--- config.mk ---
export PLATFORM = sky130hd
export DESIGN_NAME = ula_seq16
export DESIGN_NICKNAME = d
export VERILOG_FILES = /design/src/rtl/ula_pkg.sv /design/src/rtl/ula_74181.sv /design/src/rtl/ula_seq16.sv
export SDC_FILE = /design/constraint.sdc
export NUM_CORES = 1
export LEC_CHECK = 0
export BUFFER_PORTS_ARGS = -buffer_cell sky130_fd_sc_hd__buf_2
export CAP_MARGIN = 20
export CORE_ASPECT_RATIO = 0.6
export CORE_MARGIN = 2
export CORE_UTILIZATION = 55
export DETAILED_ROUTE_END_ITERATION = 10
export PLACE_DENSITY_LB_ADDON = 0.25
export RECOVER_POWER = 25
export SKIP_CTS_REPAIR_TIMING = 1
export SYNTH_ARGS = -nofsm -noshare
export SYNTH_HDL_FRONTEND = slang
export SYNTH_SLANG_ARGS = --single-unit
--- constraint.sdc ---
create_clock -name clk -period 4.2 [get_ports clk]
set_clock_uncertainty 0.15 [all_clocks]
set_input_delay 0.84 -clock clk [delete_from_list [all_inputs] [get_ports clk]]
set_output_delay 0.84 -clock clk [all_outputs]
set_load 0.01 [all_outputs]
--- src/rtl/ula_pkg.sv ---
// Shared types and constants for the nibble-serial 16-bit 74181 ALU.
package ula_pkg;

    typedef enum logic [1:0] {
        ST_IDLE = 2'd0,
        ST_RUN  = 2'd1,
        ST_DONE = 2'd2
    } state_t;

    localparam int NIBBLES = 4;
    localparam int IDX_W   = $clog2(NIBBLES);

    // Function select codes (active-high data convention)
    localparam logic [3:0] S_ADD  = 4'b1001;
    localparam logic [3:0] S_SUB  = 4'b0110;
    localparam logic [3:0] S_XOR  = 4'b0110;  // with m = 1
    localparam logic [3:0] S_AINC = 4'b0000;  // with c_in = 0

endpackage

--- src/rtl/ula_74181.sv ---
// 4-bit combinational 74181 slice, active-high data, active-low carry in/out.
module ula_74181 (
    input  logic [3:0] a,
    input  logic [3:0] b,
    input  logic [3:0] s,
    input  logic       m,
    input  logic       c_in,
    output logic [3:0] f,
    output logic       c_out
);

    logic [3:0] t1;
    logic [3:0] t2;
    logic [4:0] sum;

    // Arithmetic is t2 plus t1 plus carry; logic mode is the carry-free XNOR of the same terms
    assign t1    = a | (b & {4{s[0]}}) | (~b & {4{s[1]}});
    assign t2    = (a & ~b & {4{s[2]}}) | (a & b & {4{s[3]}});
    assign sum   = {1'b0, t1} + {1'b0, t2} + {4'b0000, ~c_in};
    assign f     = m ? ~(t1 ^ t2) : sum[3:0];
    assign c_out = ~sum[4];

endmodule

--- src/rtl/ula_seq16.sv ---
// 16-bit ALU built by running one 74181 slice over four nibbles, LSB first.
//   state   | meaning
//   IDLE    | waiting for start, outputs hold last result
//   RUN     | one nibble per cycle through the slice, idx 0..3
//   DONE    | result registered, done pulse high for one cycle
module ula_seq16
    import ula_pkg::*;
(
    input  logic        clk,
    input  logic        rst,
    input  logic        start,
    input  logic [15:0] a,
    input  logic [15:0] b,
    input  logic [3:0]  s,
    input  logic        m,
    input  logic        c_in,
    output logic [15:0] f,
    output logic        c_out,
    output logic        a_eq_b,
    output logic        busy,
    output logic        done
);

    state_t           state;
    logic [IDX_W-1:0] idx;
    logic [15:0]      a_r;
    logic [15:0]      b_r;
    logic [3:0]       s_r;
    logic             m_r;
    logic             carry;
    logic [11:0]      res;

    logic [3:0]       sl_a;
    logic [3:0]       sl_b;
    logic [3:0]       sl_f;
    logic             sl_c;
    logic [15:0]      full;

    assign sl_a = a_r[{idx, 2'b00} +: 4];
    assign sl_b = b_r[{idx, 2'b00} +: 4];
    assign full = {sl_f, res};

    ula_74181 u_slice (
        .a     (sl_a),
        .b     (sl_b),
        .s     (s_r),
        .m     (m_r),
        .c_in  (carry),
        .f     (sl_f),
        .c_out (sl_c)
    );

    always_ff @(posedge clk or posedge rst) begin
        if (rst) begin
            state  <= ST_IDLE;
            idx    <= '0;
            a_r    <= '0;
            b_r    <= '0;
            s_r    <= '0;
            m_r    <= 1'b0;
            carry  <= 1'b1;
            res    <= '0;
            f      <= 16'h0000;
            c_out  <= 1'b1;
            a_eq_b <= 1'b0;
            busy   <= 1'b0;
            done   <= 1'b0;
        end else begin
            case (state)
                ST_IDLE: begin
                    if (start) begin
                        a_r   <= a;
                        b_r   <= b;
                        s_r   <= s;
                        m_r   <= m;
                        carry <= c_in;
                        idx   <= '0;
                        busy  <= 1'b1;
                        state <= ST_RUN;
                    end
                end
                ST_RUN: begin
                    carry <= sl_c;
                    idx   <= idx + 1'b1;
                    case (idx)
                        2'd0:    res[3:0]  <= sl_f;
                        2'd1:    res[7:4]  <= sl_f;
                        2'd2:    res[11:8] <= sl_f;
                        default: res       <= res;
                    endcase
                    // Last nibble goes straight to the outputs alongside the stored ones
                    if (idx == IDX_W'(NIBBLES - 1)) begin
                        f      <= full;
                        c_out  <= sl_c;
                        a_eq_b <= (full == 16'hFFFF);
                        busy   <= 1'b0;
                        done   <= 1'b1;
                        state  <= ST_DONE;
                    end
                end
                ST_DONE: begin
                    done  <= 1'b0;
                    state <= ST_IDLE;
                end
                default: begin
                    busy  <= 1'b0;
                    done  <= 1'b0;
                    state <= ST_IDLE;
                end
            endcase
        end
    end

endmodule

# Word-level counts from Yosys, hierarchy flattened

Cells that the tools add are included.

Register bits after elaboration: 74
Input bits: 41
Output and inout bits: 20
Word-level logic and storage cells: 69

Add/subtract/negate cells: 3
Equality and inequality tests: 8
Shifts and indexed selects: 2
Multiplexer cells: 13
Bitwise operators: 16
Reduce and logical (&&, ||, !) cells: 12

Operator list:

| operator               | number |
|---|---|
| $shiftx A16 B5 Y4      | 2 |
| $and A4 B4 Y4          | 6 |
| $eq A16 B16 Y1 const B | 1 |
| $reduce_and A2 Y1      | 8 |
| $or A4 B4 Y4           | 3 |
| $not A4 Y4             | 2 |
| $pmux W2 S2            | 2 |
| $eq A2 B2 Y1 const B   | 3 |
| $mux W2                | 3 |
| $add A4 B4 Y5          | 1 |
| $add A5 B1 Y5          | 1 |
| $eq A2 B1 Y1 const B   | 2 |
| $logic_not A2 Y1       | 2 |
| $mux W1                | 4 |
| $mux W4                | 1 |
| $ne A2 B2 Y1 const B   | 2 |
| $not A1 Y1             | 4 |
| $pmux W1 S2            | 2 |
| $xor A4 B4 Y4          | 1 |
| $pmux W1 S3            | 1 |
| $reduce_and A3 Y1      | 1 |
| $add A2 B1 Y2 const B  | 1 |
| $reduce_bool A2 Y1     | 1 |

# Depth between registers and ports, before layout

Gate-level depths: netlist of the first run.

Depth after elaboration: 9
Gate-level depth with buffers: 12
Gate-level depth less buffers: 11

# Hierarchy

A second synthesis of the first run with hierarchy kept.

Cells, all modules: 226
Area, all modules: 3544.6 sq um

Modules (own cells, without submodules):

| module    | instances | cells an instance | area each (sq um) | sequential area each (sq um) |
|---|---|---|---|---|
| ula_seq16 | 1         | 192               | 3244.4            | 1854.3 |
| ula_74181 | 1         | 34                | 300.3             | 0.0 |

# Least setup slack after synthesis of the first run

OpenSTA, ideal clock, no wires.

Kind: flip-flop to flip-flop
Start point: reg idx[0]
End point: reg a_eq_b
Setup time: 0.092 ns
Data arrival time: 2.849 ns
Data required time: 3.958 ns
Path slack: 1.109 ns
Stages on the path, launching flop included: 11
Buffers on the path: 1
Clock period less this slack: 3.091 ns
Path through: dfrtp_1 buf_2 mux4_2 nand2b_1 inv_1 fa_1 inv_1 fa_1 o21ai_0 or4_4 o31ai_2

Cells in the longest elaborated chain, start to end: 9
Elaborated cells on any way between the ends: 20
Classes of those cells: 2 x add/sub; 2 x eq/ne; 2 x shift; 1 x mux; 12 x bitwise; 1 x reduce/logical

Ends and longest elaborated chain:

| what                                                  | line                             | RTL |
|---|---|---|
| start, declared                                       | ula_seq16.sv:25                  | `logic [IDX_W-1:0] idx;` |
| start signal, assigned                                | ula_seq16.sv:84                  | `idx <= idx + 1'b1;` |
| $shiftx A16 B5 Y4                                     | ula_seq16.sv:40                  | `assign sl_b = b_r[{idx, 2'b00} +: 4];` |
| $not A4 Y4                                            | ula_74181.sv:17, ula_74181.sv:18 |  |
| $and A4 B4 Y4 (2 in series)                           | ula_74181.sv:18                  | `assign t2 = (a & ~b & {4{s[2]}}) \| (a & b & {4{s[3]}});` |
| $or A4 B4 Y4                                          | ula_74181.sv:18                  |  |
| $add A4 B4 Y5 / $xor A4 B4 Y4 (equally long branches) | ula_74181.sv:19, ula_74181.sv:20 |  |
| $add A5 B1 Y5 / $not A4 Y4 (equally long branches)    | ula_74181.sv:19, ula_74181.sv:20 |  |
| $mux W4                                               | ula_74181.sv:20                  | `assign f = m ? ~(t1 ^ t2) : sum[3:0];` |
| $eq A16 B16 Y1                                        | ula_seq16.sv:95                  | `a_eq_b <= (full == 16'hFFFF);` |
| end signal, assigned                                  | ula_seq16.sv:95                  |  |
| end, declared                                         | ula_seq16.sv:19                  | `output logic a_eq_b,` |

Several ways; a longest one is shown, not always the timed one.
A chain may end at the register's enable or synchronous reset.

# Final worst setup path of the first run

Same ends and word-level chain as after synthesis.

==> flow_summary.json, run 1 <==
{
  "cp.arrival_ps": 3750,
  "max_freq_ghz": 0.274,
  "drive_gt1_frac": 0.424,
  "drv_slew": 0,
  "holdWs_ps": 340,
  "synth-seq-area-share": 0.557,
  "synth_largest_area_cell": "dfrtp_1",
  "wl_per_cell_um": 17.3,
  "mostFrequentLayoutCells": "72 x dfrtp_1, 60 x buf_2, 43 x mux2_2, 23 x nand2_1, 16 x o21ai_0",
  "async_flop_share": 1.00,
  "die_y_um": 64.2,
  "path_cells": "clkbuf_1 -> mux4_2 -> nand2b_1 -> inv_1 -> fa_1 -> inv_1 -> fa_1 -> o21ai_0 -> or4_4 -> o31ai_2",
  "drc": 0,
  "start_util": 0.583,
  "status": "complete, no violations",
  "dp_hpwl_um": 5000,
  "ys.flop_type": "dfrtp_1",
  "synth-edff-count": 0,
  "critPathMaxFanout": 8,
  "postLayoutCoreUtil": 0.683,
  "grt_start_max_net_pins": 38,
  "dr_wl_met2_um": 2830,
  "drt-total-wl_um": 6800,
  "ios": 61,
  "dr.pass1.iters": 4,
  "dr_wl_met3_um": 509,
  "ys_ff_latch": 74,
  "synth_top_cell_area_share": 0.542,
  "cts_buffers": 9,
  "powerDensity_nw_per_um2": 901,
  "avgSynthCellArea_um2": 13.6,
  "start_kind": "flip-flop",
  "fin_crit_sh": 0.867,
  "cp-end-kind": "flip-flop",
  "grt_overflow_total": 0,
  "synth_cell_type_count": 33,
  "io_buffers": 60,
  "relSlewSlack": 0.247,
  "path_clk_slew_ps": 70,
  "drt_iter0_drc": 67,
  "top_layer": "met4",
  "clock_path_buffers": 2,
  "drv_cap": 0,
  "cp_slowest_stage_delay_ps": 620,
  "synthXorXnorAreaFrac": 0.00527,
  "layout_commonest_cell": "dfrtp_1",
  "synth_compound_area_frac": 0.0598,
  "area_growth_pct": 17.0,
  "fin_crit_ps": 3640,
  "yosys.area_share.simple": 0.0658,
  "grt_pass1_wl_um": 11200,
  "synth_top_family_by_area": "multiplexers",
  "clk_latency_ps": 350,
  "via_per_inst": 5.55,
  "grt.total_usage": 0.224,
  "synthAdderAreaFrac": 0.0421,
  "row_count": 21,
  "dp.cells": 379,
  "stdcell_count": 394,
  "muxShareOfSynthArea": 0.245,
  "layout.nets": 361,
  "wl_met1_um": 3380,
  "cts_root_buf": "clkbuf_8",
  "cts_num_sinks": 74,
  "synthTopCellsByArea": "dfrtp_1 54%, mux2_2 15%, mux4_2 5.4%",
  "worst_pin_slew_ps": 1130,
  "dr_total_vias": 2185,
  "setup_violations": 0,
  "yosys_warnings": 0,
  "ant_nets": 0,
  "p_leak_uw": 0.00184,
  "synthCells": 244,
  "antenna_cells": 0,
  "required_ps": 4310,
  "grt_antenna_before_repair": 0,
  "place.gp.congestion": 0.812,
  "syn_area_um2": 3330,
  "ir_worst_vdd_v": 0.000378,
  "grt_pass1_vias": 2197,
  "syn_nets": 295,
  "final_hold_viol_count": 0,
  "grt_setup_unrepaired": "false",
  "die-area_um2": 6710,
  "worstSetupPathType": "flip-flop to flip-flop",
  "tritoncts": "yes",
  "htreeDepth": 3,
  "hold_class": "flip-flop to flip-flop",
  "setup_tns_ps": 0,
  "design.core.area_um2": 5700,
  "cp_slowest_cell": "mux4_2",
  "die_w_um": 104
}
## layer usage
layer,vias up,track usage
met1,1102,0.342
li1,998,-
met4,0,0.0760
met5,-,0
met3,9,0.0704
met2,76,0.303
## synthesized netlist by cell type (2+ instances only)
master / number
dfrtp_1: 72
mux2_2: 43
nand2_1: 23
o21ai_0: 16
inv_1: 9
ha_1: 8
mux2_1: 8
mux4_2: 8
nor2b_1: 8
buf_2: 6
mux2i_1: 6
a211o_1: 4
o21ai_1: 4
nand4_1: 3
buf_4: 2
dfstp_2: 2
fa_1: 2
nand2b_1: 2
nor2_1: 2
o21bai_1: 2
xor2_1: 2
## state kept, by name, summed over array words and instances, names as in the netlist
name / cells
a_r: 16
b_r: 16
f: 16
s_r: 4
a_eq_b: 1
idx: 2
carry: 1
c_out: 1
busy: 1
state: 2
res: 12
m_r: 1
done: 1
## through the flow
| step | area (um^2) | setup WS [ps] | total power [uW] |
|---|---|---|---|
| finish | 3890 | 557 | 3510 |
| global placement | 3710 | 930 | 2890 |
| global route | 3890 | 311 | 3760 |
| detailed placement | 3710 | 814 | 2950 |
| CTS | 3900 | 763 | 3530 |
| floorplan | 3330 | 1110 | 2490 |
## critical path: cells and delay by family, from the launching register on
family,cells,cell delay [ps]
adder cells (fa/ha/maj),2,630
AND/OR/NAND/NOR,2,710
AO/OA/AOI/OAI,2,350
buffers and inverters,3,560
multiplexers,1,620
flip-flops,1,540
## report_power, final
group / switching, uW / internal [uW]
Sequential: 285 / 1080
Combinational: 840 / 766
Clock: 255 / 285
Total: 1380 / 2130
## cells by family (layout without fill, tap and decap cells)
family	count (synthesis)	after routing
AOI/OAI and AO/OA	32	32
xor gates and xnor gates	2	2
adders and majority gates	10	10
buffers and inverters	18	88
DFF	74	74
muxes	65	65
and+or+nand+nor	43	43
## final timing paths
| kind | end | from | depth (start not counted) | slack, ps |
|---|---|---|---|---|
| max in group asynchronous | a_eq_b | rst | 3 | 1740 |
| min in group asynchronous | a_r[13] | rst | 2 | 620 |
| hold reg to reg | f[14] | f[14] | 2 | 340 |
| hold / removal | f[14] | f[14] | 2 | 340 |
| setup / recovery | a_eq_b | idx[0] | 10 | 560 |
| setup reg to reg | a_eq_b | idx[0] | 10 | 560 |
## layout make-up
cell class	instances	area, um^2
inverter	9	33.8
sequential	74	1850
fill	458	1810
clock buffer	10	138
clock inverter	5	55.1
multi-input combinational	152	1390
tap	80	100
timing repair buffer	64	323
Power figures use the tool's default switching activity.
==> run 2: changes to the inputs <==
- ABC_AREA: default -> 1
==> flow_summary.json, run 2 <==
{
  "place.gp.congestion": 0.807,
  "reg2reg_depth": 16,
  "ys.flop_type": "dfrtp_1",
  "powerDensity_nw_per_um2": 946,
  "setup_tns_ps": 0,
  "dp.cells": 564,
  "critPathMaxFanout": 20,
  "row_count": 22,
  "start_util": 0.572,
  "layout.nets": 542,
  "status": "finished, violations left",
  "ys_top_cells_by_count": "215 x nand2_1, 72 x dfrtp_1, 24 x inv_1",
  "clock_path_buffers": 2,
  "cts_root_buf": "clkbuf_8",
  "area_growth_pct": 17.4,
  "die_y_um": 65.9,
  "swShare": 0.440,
  "ir_worst_vdd_v": 0.000486,
  "drt_iter0_drc": 242,
  "grt_overflow_total": 0,
  "clk_latency_ps": 360,
  "combPwrFrac": 0.463,
  "ios": 61,
  "p_seq_frac": 0.340,
  "min_path_cells": 2,
  "async_flop_share": 1.00,
  "die-area_um2": 7060,
  "cts_buffers": 9,
  "synth_cell_type_count": 28,
  "violations": "max-capacitance violations, max-slew violations",
  "grt_antenna_before_repair": 0,
  "synthTopCellsByArea": "dfrtp_1 51%, nand2_1 23%, o21ai_1 3.1%",
  "synth-edff-count": 0,
  "path_clk_slew_ps": 80,
  "synth_top_cell_area_share": 0.513,
  "worst_pin_slew_ps": 1760,
  "dr.pass1.iters": 4,
  "stdcell_count": 580,
  "design.core.area_um2": 6140,
  "io_buffers": 60,
  "cp.arrival_ps": 3370,
  "power.net_switching_uw": 1720,
  "drive_gt1_frac": 0.202,
  "die_w_um": 107,
  "cts_num_sinks": 74,
  "drv_slew": 75,
  "synth-seq-area-share": 0.528,
  "syn_nets": 483,
  "intPower_uw": 2180,
  "via_per_inst": 5.17,
  "worstSetupPathType": "flip-flop to flip-flop",
  "antenna_cells": 0,
  "drv_cap": 1,
  "layout_commonest_cell": "nand2_1",
  "p_leak_uw": 0.00228,
  "fin_crit_sh": 0.777,
  "reg.largest.list": "a_r x16, b_r x16, f x16",
  "relSlewSlack": -0.174,
  "fin_crit_ps": 3260,
  "dp_hpwl_um": 5750,
  "tritoncts": "yes",
  "yosys_warnings": 0,
  "hold_class": "flip-flop to flip-flop",
  "wl_per_cell_um": 13.9,
  "avgSynthCellArea_um2": 8.13,
  "clkPwrFrac": 0.197,
  "grt.total_usage": 0.260,
  "required_ps": 4310,
  "ys_ff_latch": 74,
  "synth_most_common_cell": "nand2_1",
  "mostFrequentLayoutCells": "215 x nand2_1, 72 x dfrtp_1, 60 x buf_2, 24 x inv_1, 22 x o21ai_1",
  "max_freq_ghz": 0.306,
  "grt_pass1_wl_um": 13500,
  "synthCells": 432,
  "drc": 0,
  "htreeDepth": 3,
  "cp-end-kind": "flip-flop",
  "grt_setup_unrepaired": "false",
  "grt_pass1_vias": 2692,
  "final_hold_viol_count": 0,
  "start_kind": "flip-flop",
  "ant_nets": 0,
  "grt_start_max_net_pins": 75,
  "dr_total_vias": 2996,
  "drt-total-wl_um": 8050,
  "synth_largest_area_cell": "dfrtp_1",
  "syn_area_um2": 3510,
  "setup_violations": 0
}
-- run 2: cell types whose count changed after synthesis, moves of 9 or more --
cell	previous run	this run
nand3_1	0	15
nand2_1	23	215
mux2_2	43	0
nor2_1	2	11
o21ai_1	4	22
inv_1	9	24
-- run 2: routing by layer --
metal,vias up,global-route usage,wire [um]
li1,1475,-,-
met1,1402,0.396,4100
met2,108,0.353,3230
met3,11,0.0818,617
met4,0,0.0747,97
met5,-,0,0
-- run 2: power groups by stage --
stage               clock [uW]  combinational [uW]  sequential [uW]
floorplan                    0                1340             1270
global placement             0                1690             1320
detailed placement           0                1770             1320
CTS                        778                1800             1320
global route               811                2080             1370
finish                     769                1810             1320
-- run 2: kinds of logic (layout without fill, tap and decap cells) --
logic type,Yosys count,count (layout),share of synthesized area
fa+ha+maj,10,10,0.0399
simple gates,248,248,0.277
flops,74,74,0.528
compound gates,52,52,0.0894
buf+inv,48,112,0.0656
-- run 2: cell type report --
type	count	area, um^2
Fill cell	512	2010
Sequential cell	74	1850
Multi-Input combinational cell	310	1430
Clock buffer	12	165
Tap cell	84	105
Inverter	33	131
Clock inverter	4	120
Timing Repair Buffer	63	320
-- run 2: worst paths after layout --
check	from	to	slack, ps
min in group asynchronous	rst	f[3]	920
worst min register to register	f[1]	f[1]	320
worst max-delay path	idx[0]	a_eq_b	940
worst max register to register	idx[0]	a_eq_b	940
worst min-delay path	f[1]	f[1]	320
max in group asynchronous	rst	b_r[14]	1910
-- run 2: critical path, stage by stage (launching register included) --
cell	delay, ps
dfrtp_1	780
inv_6	170
nand2_1	100
nand3_1	90
nand2_2	140
inv_2	40
nor2_2	130
nor3_2	70
fa_1	370
inv_1	100
fa_1	420
o21ai_1	290
nor2_1	80
nand3_1	90
nor2_1	40
nand2_1	60
nand2_1	50
-- run 2: metrics by stage --
| stage | utilization | worst slack (ps) | instance area [um^2] | power (uW) | hold WS (ps) |
|---|---|---|---|---|---|
| after floorplan | - | 1330 | 3510 | 2610 | 299 |
| after detailed placement | 0.628 | 978 | 3850 | 3090 | 311 |
| after global routing | 0.672 | 638 | 4120 | 4260 | 346 |
| final | 0.672 | 935 | 4120 | 3900 | 322 |
| after global placement | 0.628 | 1150 | 3850 | 3020 | 308 |
| after CTS | 0.674 | 970 | 4140 | 3900 | 330 |
==> run 3: changes to the inputs <==
- CORE_UTILIZATION: 55 -> 50
- clock period: 4.2 -> 2.9 ns (I/O delays scaled with it)
==> flow_summary.json, run 3 (synthesized netlist as in run 2, its figures left out) <==
{
  "tritoncts": "yes",
  "drt_iter0_drc": 205,
  "relSlewSlack": 0.209,
  "drv_slew": 0,
  "ir_worst_vdd_v": 0.000660,
  "htreeDepth": 3,
  "holdCritStartpoint": "b[11]",
  "via_per_inst": 5.08,
  "hold_class": "primary input to flip-flop",
  "powerDensity_nw_per_um2": 1390,
  "dr_total_vias": 2993,
  "final_hold_viol_count": 0,
  "io_buffers": 60,
  "start_kind": "flip-flop",
  "setup_tns_ps": 0,
  "cts_root_buf": "clkbuf_16",
  "worst_pin_slew_ps": 1190,
  "p_leak_uw": 0.00232,
  "die-area_um2": 7730,
  "clk_latency_ps": 340,
  "clock_path_buffers": 2,
  "die_w_um": 112,
  "cp-end-kind": "flip-flop",
  "layout.nets": 548,
  "drive_gt1_frac": 0.213,
  "grt_overflow_total": 0,
  "die_y_um": 68.9,
  "start_util": 0.522,
  "cts_buffers": 9,
  "dp_hpwl_um": 5880,
  "dr.pass1.iters": 4,
  "critPathMaxFanout": 10,
  "grt_pass1_vias": 2734,
  "worstSetupPathType": "flip-flop to flip-flop",
  "grt.total_usage": 0.238,
  "grt_pass1_wl_um": 13800,
  "required_ps": 2980,
  "antenna_cells": 0,
  "path_clk_slew_ps": 60,
  "cts_num_sinks": 74,
  "reg2reg_depth": 15,
  "grt_start_max_net_pins": 51,
  "place.gp.congestion": 0.940,
  "finalInstanceArea_um2": 4210,
  "setup_violations": 0,
  "hold_path_end": "b_r[11]",
  "ios": 61,
  "placed_area_um2": 3890,
  "holdWs_ps": 289,
  "grt_setup_unrepaired": "false",
  "mostFrequentLayoutCells": "215 x nand2_1, 70 x dfrtp_1, 60 x buf_2, 24 x inv_1, 22 x o21ai_1",
  "grt_antenna_before_repair": 0,
  "fin_crit_ps": 2720,
  "row_count": 23,
  "status": "complete, no violations",
  "area_growth_pct": 19.9,
  "wl_per_cell_um": 14.2,
  "drc": 0,
  "layout_commonest_cell": "nand2_1",
  "reg.largest.list": "a_r x16, b_r x16, f x16",
  "cp.arrival_ps": 2800,
  "max_freq_ghz": 0.367,
  "r2r_end": "a_eq_b",
  "min_path_cells": 3,
  "ant_nets": 0,
  "timing.rr.start": "idx[0]",
  "design.core.area_um2": 6730,
  "cp-startpoint": "idx[0]",
  "fin_crit_sh": 0.939,
  "r2r_slack_ps": 180,
  "drv_cap": 0,
  "drt-total-wl_um": 8390
}
==> run 3: how the worst max path moves through the flow <==
stage and to:
3_3_place_gp a_eq_b, 3_5_place_dp a_eq_b, 6_report a_eq_b, 4_1_cts a_eq_b, 2_1_floorplan a_eq_b, 5_1_grt a_eq_b
==> run 3: critical path, stage by stage, from the launching register on <==
cell and delay (ps):
dfrtp_2 490, inv_8 110, nand2_1 60, nand3_1 90
nand2_2 100, nand2_1 90, o211ai_2 120, fa_1 400
inv_1 100, fa_1 410, o21ai_1 180, nor2_1 60
nand3_1 100, nor2_1 40, nand2_1 70, nand2_1 50
==> run 3: layout make-up <==
class / count / area (um^2)
multi-input combinational: 310 / 1430
clock inverter: 5 / 77.6
inverter: 33 / 134
tap: 87 / 109
fill: 592 / 2520
timing repair buffer: 68 / 358
timing repair inverter: 1 / 6.26
clock buffer: 11 / 243
sequential: 74 / 1860
==> run 3: report_power, final <==
| group | total [uW] | switching [uW] | leakage (uW) | internal [uW] |
|---|---|---|---|---|
| Sequential | 1890 | 356 | 0.000918 | 1540 |
| Combinational | 2760 | 1790 | 0.00125 | 972 |
| Clock | 1200 | 424 | 0.000156 | 774 |
| Total | 5860 | 2570 | 0.00232 | 3280 |
==> run 3: per-layer routing <==
metal	global-route usage	share of wire	vias to the layer above
met5	0	0	-
met4	0.0793	0.016	0
met2	0.320	0.39	102
met3	0.0717	0.071	12
li1	-	-	1491
met1	0.361	0.52	1388
==> run 3: through the flow <==
stage | util | std cells | power (uW) | worst slack, ps
floorplan | - | 432 | 3780 | 280
global placement | 0.577 | 571 | 4460 | 222
detailed placement | 0.577 | 571 | 4570 | 121
CTS | 0.625 | 587 | 5800 | 87.8
global route | 0.625 | 589 | 6380 | 2.45
finish | 0.625 | 589 | 5860 | 178
